[src/rtl/approx_mul_iter.sv]
// rtl/approx_mul_iter.sv - iterative approximate unsigned multiplier, one partial-product row per cycle
// Optional error monitor (exact shadow accumulator, err_dist, err_cnt): define APPROX_MUL_ERR_MON_EN
module approx_mul_iter #(
    parameter int WIDTH    = 6,
    parameter int DROP_COL = 6,
    parameter int ZERO_LSB = 8
) (
    input  logic                 clk,
    input  logic                 rst,
    input  logic                 in_valid,
    output logic                 in_ready,
    input  logic [WIDTH-1:0]     a,
    input  logic [WIDTH-1:0]     b,
    output logic                 out_valid,
    input  logic                 out_ready,
    output logic [2*WIDTH-1:0]   p
`ifdef APPROX_MUL_ERR_MON_EN
    ,
    output logic [2*WIDTH-1:0]   err_dist,
    output logic [15:0]          err_cnt
`endif
);

    localparam int P_W = 2 * WIDTH;
    localparam int J_W = (WIDTH > 2) ? $clog2(WIDTH) : 1;

    // Vector with every bit at or above lsb set; used for both column pruning and LSB zeroing.
    function automatic logic [P_W-1:0] keep_from(input int lsb);
        logic [P_W-1:0] m;
        for (int k = 0; k < P_W; k++) begin
            m[k] = (k >= lsb);
        end
        return m;
    endfunction

    localparam logic [P_W-1:0] COL_MASK  = keep_from(DROP_COL);
    localparam logic [P_W-1:0] ZERO_MASK = keep_from(ZERO_LSB);

    typedef enum logic [1:0] {
        IDLE = 2'd0,
        BUSY = 2'd1,
        DONE = 2'd2
    } state_t;

    state_t           state;
    state_t           state_next;

    logic [WIDTH-1:0] a_q;
    logic [WIDTH-1:0] b_q;
    logic [P_W-1:0]   acc;
    logic [J_W-1:0]   row;
    logic [P_W-1:0]   row_term;
    logic [P_W-1:0]   acc_sum;
    logic [P_W-1:0]   p_q;
    logic             out_valid_q;
    logic             accept;
    logic             deliver;
    logic             last_row;

    assign accept   = in_valid & in_ready;
    assign deliver  = out_valid_q & out_ready;
    assign last_row = (row == J_W'(WIDTH - 1));

    // Current pruned row: a shifted to row position, columns below DROP_COL removed, gated by b[row].
    always_comb begin
        row_term = '0;
        if (b_q[row]) begin
            row_term = (P_W'(a_q) << row) & COL_MASK;
        end
        acc_sum = acc + row_term;
    end

    // State register.
    always_ff @(posedge clk) begin
        if (rst) begin
            state <= IDLE;
        end else begin
            state <= state_next;
        end
    end

    // Next-state and in_ready; DONE can hand off directly to BUSY when a new pair is waiting.
    always_comb begin
        state_next = state;
        in_ready   = 1'b0;
        case (state)
            IDLE: begin
                in_ready = 1'b1;
                if (in_valid) begin
                    state_next = BUSY;
                end
            end
            BUSY: begin
                if (last_row) begin
                    state_next = DONE;
                end
            end
            DONE: begin
                in_ready = out_ready;
                if (out_ready) begin
                    state_next = in_valid ? BUSY : IDLE;
                end
            end
            default: begin
                state_next = IDLE;
            end
        endcase
    end

    // Operand capture, row accumulation and registered result; p only changes on DONE entry.
    always_ff @(posedge clk) begin
        if (rst) begin
            a_q         <= '0;
            b_q         <= '0;
            acc         <= '0;
            row         <= '0;
            p_q         <= '0;
            out_valid_q <= 1'b0;
        end else begin
            if (accept) begin
                a_q <= a;
                b_q <= b;
                acc <= '0;
                row <= '0;
            end else if (state == BUSY) begin
                acc <= acc_sum;
                row <= row + J_W'(1);
            end
            if (state == BUSY && last_row) begin
                p_q <= acc_sum & ZERO_MASK;
            end
            out_valid_q <= (state_next == DONE);
        end
    end

    assign p         = p_q;
    assign out_valid = out_valid_q;

`ifdef APPROX_MUL_ERR_MON_EN
    logic [P_W-1:0] exact_acc;
    logic [P_W-1:0] exact_term;
    logic [P_W-1:0] exact_sum;
    logic [P_W-1:0] err_dist_q;
    logic [15:0]    err_cnt_q;

    // Unpruned row for the shadow accumulator.
    always_comb begin
        exact_term = '0;
        if (b_q[row]) begin
            exact_term = P_W'(a_q) << row;
        end
        exact_sum = exact_acc + exact_term;
    end

    // Shadow exact product, error distance latched with p, saturating count of erroneous deliveries.
    always_ff @(posedge clk) begin
        if (rst) begin
            exact_acc  <= '0;
            err_dist_q <= '0;
            err_cnt_q  <= '0;
        end else begin
            if (accept) begin
                exact_acc <= '0;
            end else if (state == BUSY) begin
                exact_acc <= exact_sum;
            end
            if (state == BUSY && last_row) begin
                err_dist_q <= exact_sum - (acc_sum & ZERO_MASK);
            end
            if (deliver && (err_dist_q != '0) && (err_cnt_q != 16'hFFFF)) begin
                err_cnt_q <= err_cnt_q + 16'd1;
            end
        end
    end

    assign err_dist = err_dist_q;
    assign err_cnt  = err_cnt_q;
`endif

endmodule

[config.mk]
export PLATFORM = sky130hd
export DESIGN_NAME = approx_mul_iter
export DESIGN_NICKNAME = d
export VERILOG_FILES = /design/src/rtl/approx_mul_iter.sv
export SDC_FILE = /design/constraint.sdc
export NUM_CORES = 1
export LEC_CHECK = 0
export CAP_MARGIN = 20
export CORE_MARGIN = 1
export CORE_UTILIZATION = 45
export CTS_CLUSTER_SIZE = 16
export DETAILED_ROUTE_END_ITERATION = 8
export PLACE_DENSITY = 0.71
export SYNTH_ARGS = -nofsm -noshare
export SYNTH_HDL_FRONTEND = slang
export SYNTH_SLANG_ARGS = --single-unit
[constraint.sdc]
create_clock -name clk -period 7.3 [get_ports clk]
set_input_delay 0.73 -clock clk [delete_from_list [all_inputs] [get_ports clk]]
set_output_delay 0.73 -clock clk [all_outputs]
set_load 0.05 [all_outputs]
* Yosys cells after proc, flatten, opt, wreduce, memory -nomap -nowiden
Cells that the tools add are included.
** Word-level totals
- Input port bits :: 16
- Register bits after elaboration :: 34
** Cells by class
- Magnitude comparators :: 1
- Shifts and indexed selects :: 1
- Equality and inequality tests :: 4
- Add/sub/neg operators :: 2
- Mux-type cells :: 9
- Bitwise logic cells :: 1
- Reduce and logical (&&, ||, !) cells :: 3
** Operator list (number)
- $add 12x12->12 :: 1
- $mux 12 :: 1
- $shl 6x3->12 :: 1
- $mux 2 :: 3
- $pmux 2 s3 :: 1
- $eq 2x2->1 const B :: 2
- $lt 3x4->1 const B :: 1
- $add 3x1->3 const B :: 1
- $bmux 1 s3 :: 1
- $eq 3x3->1 const B :: 1
- $eq 2x1->1 const B :: 1
- $logic_not 2->1 :: 1
- $mux 1 :: 2
- $pmux 1 s2 :: 1
- $reduce_or 2->1 :: 1
- $and 1x1->1 :: 1
- $logic_and 1x1->1 :: 1

* Longest topological paths before layout
- Word-level depth :: 4
- Mapped depth :: 11
- Depth with buffers taken out :: 10

* Worst setup path before layout
Ideal clock, no wire load.
- Path kind :: register to register
- Start :: register row[0]
- End :: register p_q[10] (netlist: p[10])
- Path buffers :: 1
- Required time :: 7178 ps
- Period minus slack after synthesis :: 2656 ps
- Arrival time :: 2534 ps
- Cell stages (with the launch flop) :: 11
- Path slack :: 4644 ps
- Library setup time :: 122 ps
- Cell sequence :: dfxtp_1 buf_4 mux4_2 nand2_1 o22ai_1 ha_1 fa_1 a21o_1 a21oi_1 nor4_2 a311o_1
** On the way
- Cells in the longest elaborated chain, start to end :: 4
** RTL lines
- start: declaration :: RTL line 51 : logic [J_W-1:0] row;
- start signal: assignment :: RTL line 127 : row <= row + J_W'(1);
- $bmux 1 s3 :: RTL line 67 : if (b_q[row]) begin
- $mux 1 (not written as such) :: RTL line 67
- $mux 12 :: RTL line 67
- $add 12x12->12 :: RTL line 70 : acc_sum = acc + row_term;
- end signal: assignment :: RTL line 130 : p_q <= acc_sum & ZERO_MASK;
- end: declaration :: RTL line 54 : logic [P_W-1:0] p_q;
Several ways; a longest one is shown, not always the timed one. The select of a mux whose other input is x is not followed.
A chain may end at the register's enable or synchronous reset.

* Worst setup path in the final report
Ends and elaborated chain as after synthesis.

==> summary.md <==
| Metric | Value |
|---|---|
| Synth-to-layout area growth | 13.9% |
| Outcome | complete, no violations |
| Clk buf depth | 2 |
| Setup CP Type | reg -> reg |
| Worst setup path startpoint | row[0] |
| Sequential area share after synthesis | 0.364 |
| CTS tree | built |
| Skew final | 7.28 ps |
| XOR/XNOR share of the synthesized area | 0.0170 |
| Final ANT Viol Nets | 0 |
| Layout cell share with drive strength beyond 1 | 0.0773 |
| Worst flop-to-flop path startpoint | row[0] |
| RSZ-0062 raised after global routing | no |
| Yosys warning total | 0 |
| Most frequent cells in the layout | sky130_fd_sc_hd__nand2_1 (35), sky130_fd_sc_hd__dfxtp_1 (28), sky130_fd_sc_hd__a21oi_1 (21), sky130_fd_sc_hd__clkdlybuf4s50_1 (21), sky130_fd_sc_hd__nor2_1 (11) |
| Slew Limit Fails | 0 |
| R2R setup slack | 4260 ps |
| Post-synth top area share | 0.364 |
| Final Hold Viols | 0 |
| Core area | 3150 um2 |
| Synthesized area | 1540 um2 |
| Crit-path max FO | 12 |
| Worst Max-Slew Pin Slew | 1010 ps |
| Floorplan die width | 60.5 um |
| Final Setup Violations | 0 |
| Maximum clock frequency | 328 MHz |
| Starting Density | 0.489 |
| Period Utilization, post-route | 0.417 |
| CTS resizes | 0 |
| Die span in y | 60.5 um |
| Number of levels the H-tree was split into | 1 |
| Worst setup endpoint | p[10] |
| Placer's final routability congestion estimate | 0.864 |
| Power Density | 166 nW/um2 |
| Residual DRC count | 0 |
| Data arrival time at the worst-slack endpoint | 3290 ps |
| Minimum period implied by the final worst setup slack | 3040 ps |
| Gate count of the mapped netlist | 179 |
| Maximum vdd drop | 0.140 mV |
| Number of different library cells in the post-synthesis netlist | 42 |
| Number of buffers added for setup after CTS | 0 |
| Remaining global-route overflow | 0 |
| Number of cells traversed by the worst register-to-register path | 9 |
| Count of standard-cell rows | 20 |
| Area fraction in compound gates after synthesis | 0.133 |
| Clk_lat worst skew | 340 ps |
| Largest cells by area after synthesis | sky130_fd_sc_hd__dfxtp_1 (36%), sky130_fd_sc_hd__nand2_1 (8.5%), sky130_fd_sc_hd__a21oi_1 (6.8%) |
| Synth Register Bits | 28 |
| Average wire per standard cell | 12.8 um |
| Initial antenna violation count | 0 |
| Antenna diode count | 0 |
| Most used flip-flop cell after synthesis | sky130_fd_sc_hd__dfxtp_1 |
| Clock Root Buffer | sky130_fd_sc_hd__clkbuf_4 |
| Net count, final | 219 |
| Number of enable flip-flop cells after synthesis | 0 |
| Total clock buffers created by CTS | 3 |
| Endpoint of the most critical register-to-register path | p[10] |
| Synth Area in Simple Gates | 0.265 |
| Quantity of I/O buffers inserted on ports | 21 |
| Initial drt markers | 45 |
| Via count of the first global-routing pass | 1223 |
| Max-cap violations | 0 |
| Fraction of synthesized area in multiplexers | 0.0682 |
| Static Leak | 0.689 nW |
| Die area | 3660 um2 |
| Adder-cell share of the synthesized area | 0.0698 |
| Number of detailed-route iterations in the first pass | 4 |
| Mean instance size in the synthesized netlist | 8.61 um2 |
| Required time of the critical path | 7540 ps |
| Total Power Consumption | 291 uW |
| Setup TNS | 0 ps |
| Global-route wire length before repair | 5220 um |
| Overall Global Routing Usage | 0.190 |
| Via-per-instance ratio | 5.45 |
| Kind of start point of the critical path | flip-flop |
| Clock slew at reported path FFs | 160 ps |
| Class of the worst hold path | reg -> reg |
| Post-CTS Hold Buffers | 0 |
| Top-level port count | 30 |
| Maximum number of pins on one net before global-route repair | 33 |
| Type of element capturing the critical path | flip-flop |
| Post-detailed-routing wire length | 3040 um |
| Via count | 1297 |
| Share of flip-flops with an asynchronous set or reset | 0 |
| Dominant combinational cell family by area after synthesis | simple AND/OR/NAND/NOR gates |
| Library cell occupying the most area in the post-synthesis netlist | sky130_fd_sc_hd__dfxtp_1 |
| Commonest non-fill, non-tap cell in the layout | sky130_fd_sc_hd__nand2_1 |
| Worst max-slew margin expressed relative to the limit | 0.327 |
| Post-DP HPWL | 2250 um |
| Clock sink count | 28 |
-- through the flow --
step,instance area [um2],util,instances,hold WS (ps),worst slack [ps]
2_1_floorplan,1570,-,186,433,4640
3_3_place_gp,1720,0.545,234,448,4410
3_5_place_dp,1720,0.545,234,456,4270
4_1_cts,1760,0.557,238,476,4260
5_1_grt,1760,0.557,238,502,4050
6_report,1760,0.557,238,476,4260
-- power breakdown --
group	switching, mW	internal [mW]	leakage (nW)	total (mW)
clock network	0.0476	0.0306	0.0210	0.0782
registers	0.00661	0.159	0.228	0.165
logic	0.0292	0.0189	0.440	0.0481
-- routing by layer --
layer | global-route usage | vias to the layer above | part of all wire
met5 | 0 | - | 0
met4 | 0.0584 | 0 | 0.0095
met3 | 0.0448 | 5 | 0.032
met2 | 0.330 | 25 | 0.48
met1 | 0.234 | 620 | 0.48
li1 | - | 647 | -
-- state kept, by name, indices dropped and copies added (netlist names) --
name / count
a_q: 6
acc: 6
b_q: 6
out_valid: 1
p: 4
row: 3
state: 2
-- area by class of cell --
class                           instances  area, um2
Clock buffer                            4       36.3
Multi-Input combinational cell        138        882
Sequential cell                        28        561
Inverter                                3       11.3
Fill cell                             333       1400
Timing Repair Buffer                   21        210
Tap cell                               44       55.1
-- worst min-delay path by stage --
stage	depth (start not counted)	slack [ps]	start	endpoint
finish	2	480	b_q[2]	b_q[2]
global route	2	500	a_q[0]	a_q[0]
CTS	2	480	acc[6]	acc[6]
detailed placement	2	460	acc[6]	acc[6]
global placement	2	450	b_q[2]	b_q[2]
floorplan	2	430	b_q[5]	b_q[5]
-- synth_stat cells (2+ instances only) --
| cell type | number |
|---|---|
| sky130_fd_sc_hd__nand3b_1 | 2 |
| sky130_fd_sc_hd__buf_2 | 4 |
| sky130_fd_sc_hd__o21ai_0 | 2 |
| sky130_fd_sc_hd__mux2i_1 | 6 |
| sky130_fd_sc_hd__nor2b_1 | 3 |
| sky130_fd_sc_hd__nand4_1 | 2 |
| sky130_fd_sc_hd__nor2_1 | 11 |
| sky130_fd_sc_hd__and4bb_2 | 2 |
| sky130_fd_sc_hd__a311o_1 | 2 |
| sky130_fd_sc_hd__nand4b_1 | 4 |
| sky130_fd_sc_hd__nand2_1 | 35 |
| sky130_fd_sc_hd__a21o_1 | 3 |
| sky130_fd_sc_hd__nand3_1 | 6 |
| sky130_fd_sc_hd__or4_1 | 2 |
| sky130_fd_sc_hd__xnor2_1 | 2 |
| sky130_fd_sc_hd__dfxtp_1 | 28 |
| sky130_fd_sc_hd__a211oi_1 | 2 |
| sky130_fd_sc_hd__mux2_2 | 2 |
| sky130_fd_sc_hd__a21oi_1 | 21 |
| sky130_fd_sc_hd__inv_1 | 2 |
| sky130_fd_sc_hd__buf_4 | 10 |
| sky130_fd_sc_hd__ha_1 | 7 |
| sky130_fd_sc_hd__clkbuf_1 | 2 |
-- cell families after synthesis --
| family | Yosys count |
|---|---|
| and+or+nand+nor | 76 |
| AOI/OAI and AO/OA | 34 |
| DFF | 28 |
| buffers and inverters | 20 |
| muxes | 9 |
| adders and majority gates | 8 |
| xor gates and xnor gates | 3 |
| other | 1 |
-- critical path, stage by stage (launching register included) --
cell and delay (ps):
sky130_fd_sc_hd__dfxtp_1 680, sky130_fd_sc_hd__mux4_2 590, sky130_fd_sc_hd__nand2_1 90, sky130_fd_sc_hd__o22ai_1 70, sky130_fd_sc_hd__ha_1 220, sky130_fd_sc_hd__fa_1 420, sky130_fd_sc_hd__a21o_1 190, sky130_fd_sc_hd__a21oi_1 280
sky130_fd_sc_hd__nor4_2 70, sky130_fd_sc_hd__a311o_1 340
No activity file was read; power rests on OpenSTA's default activity.
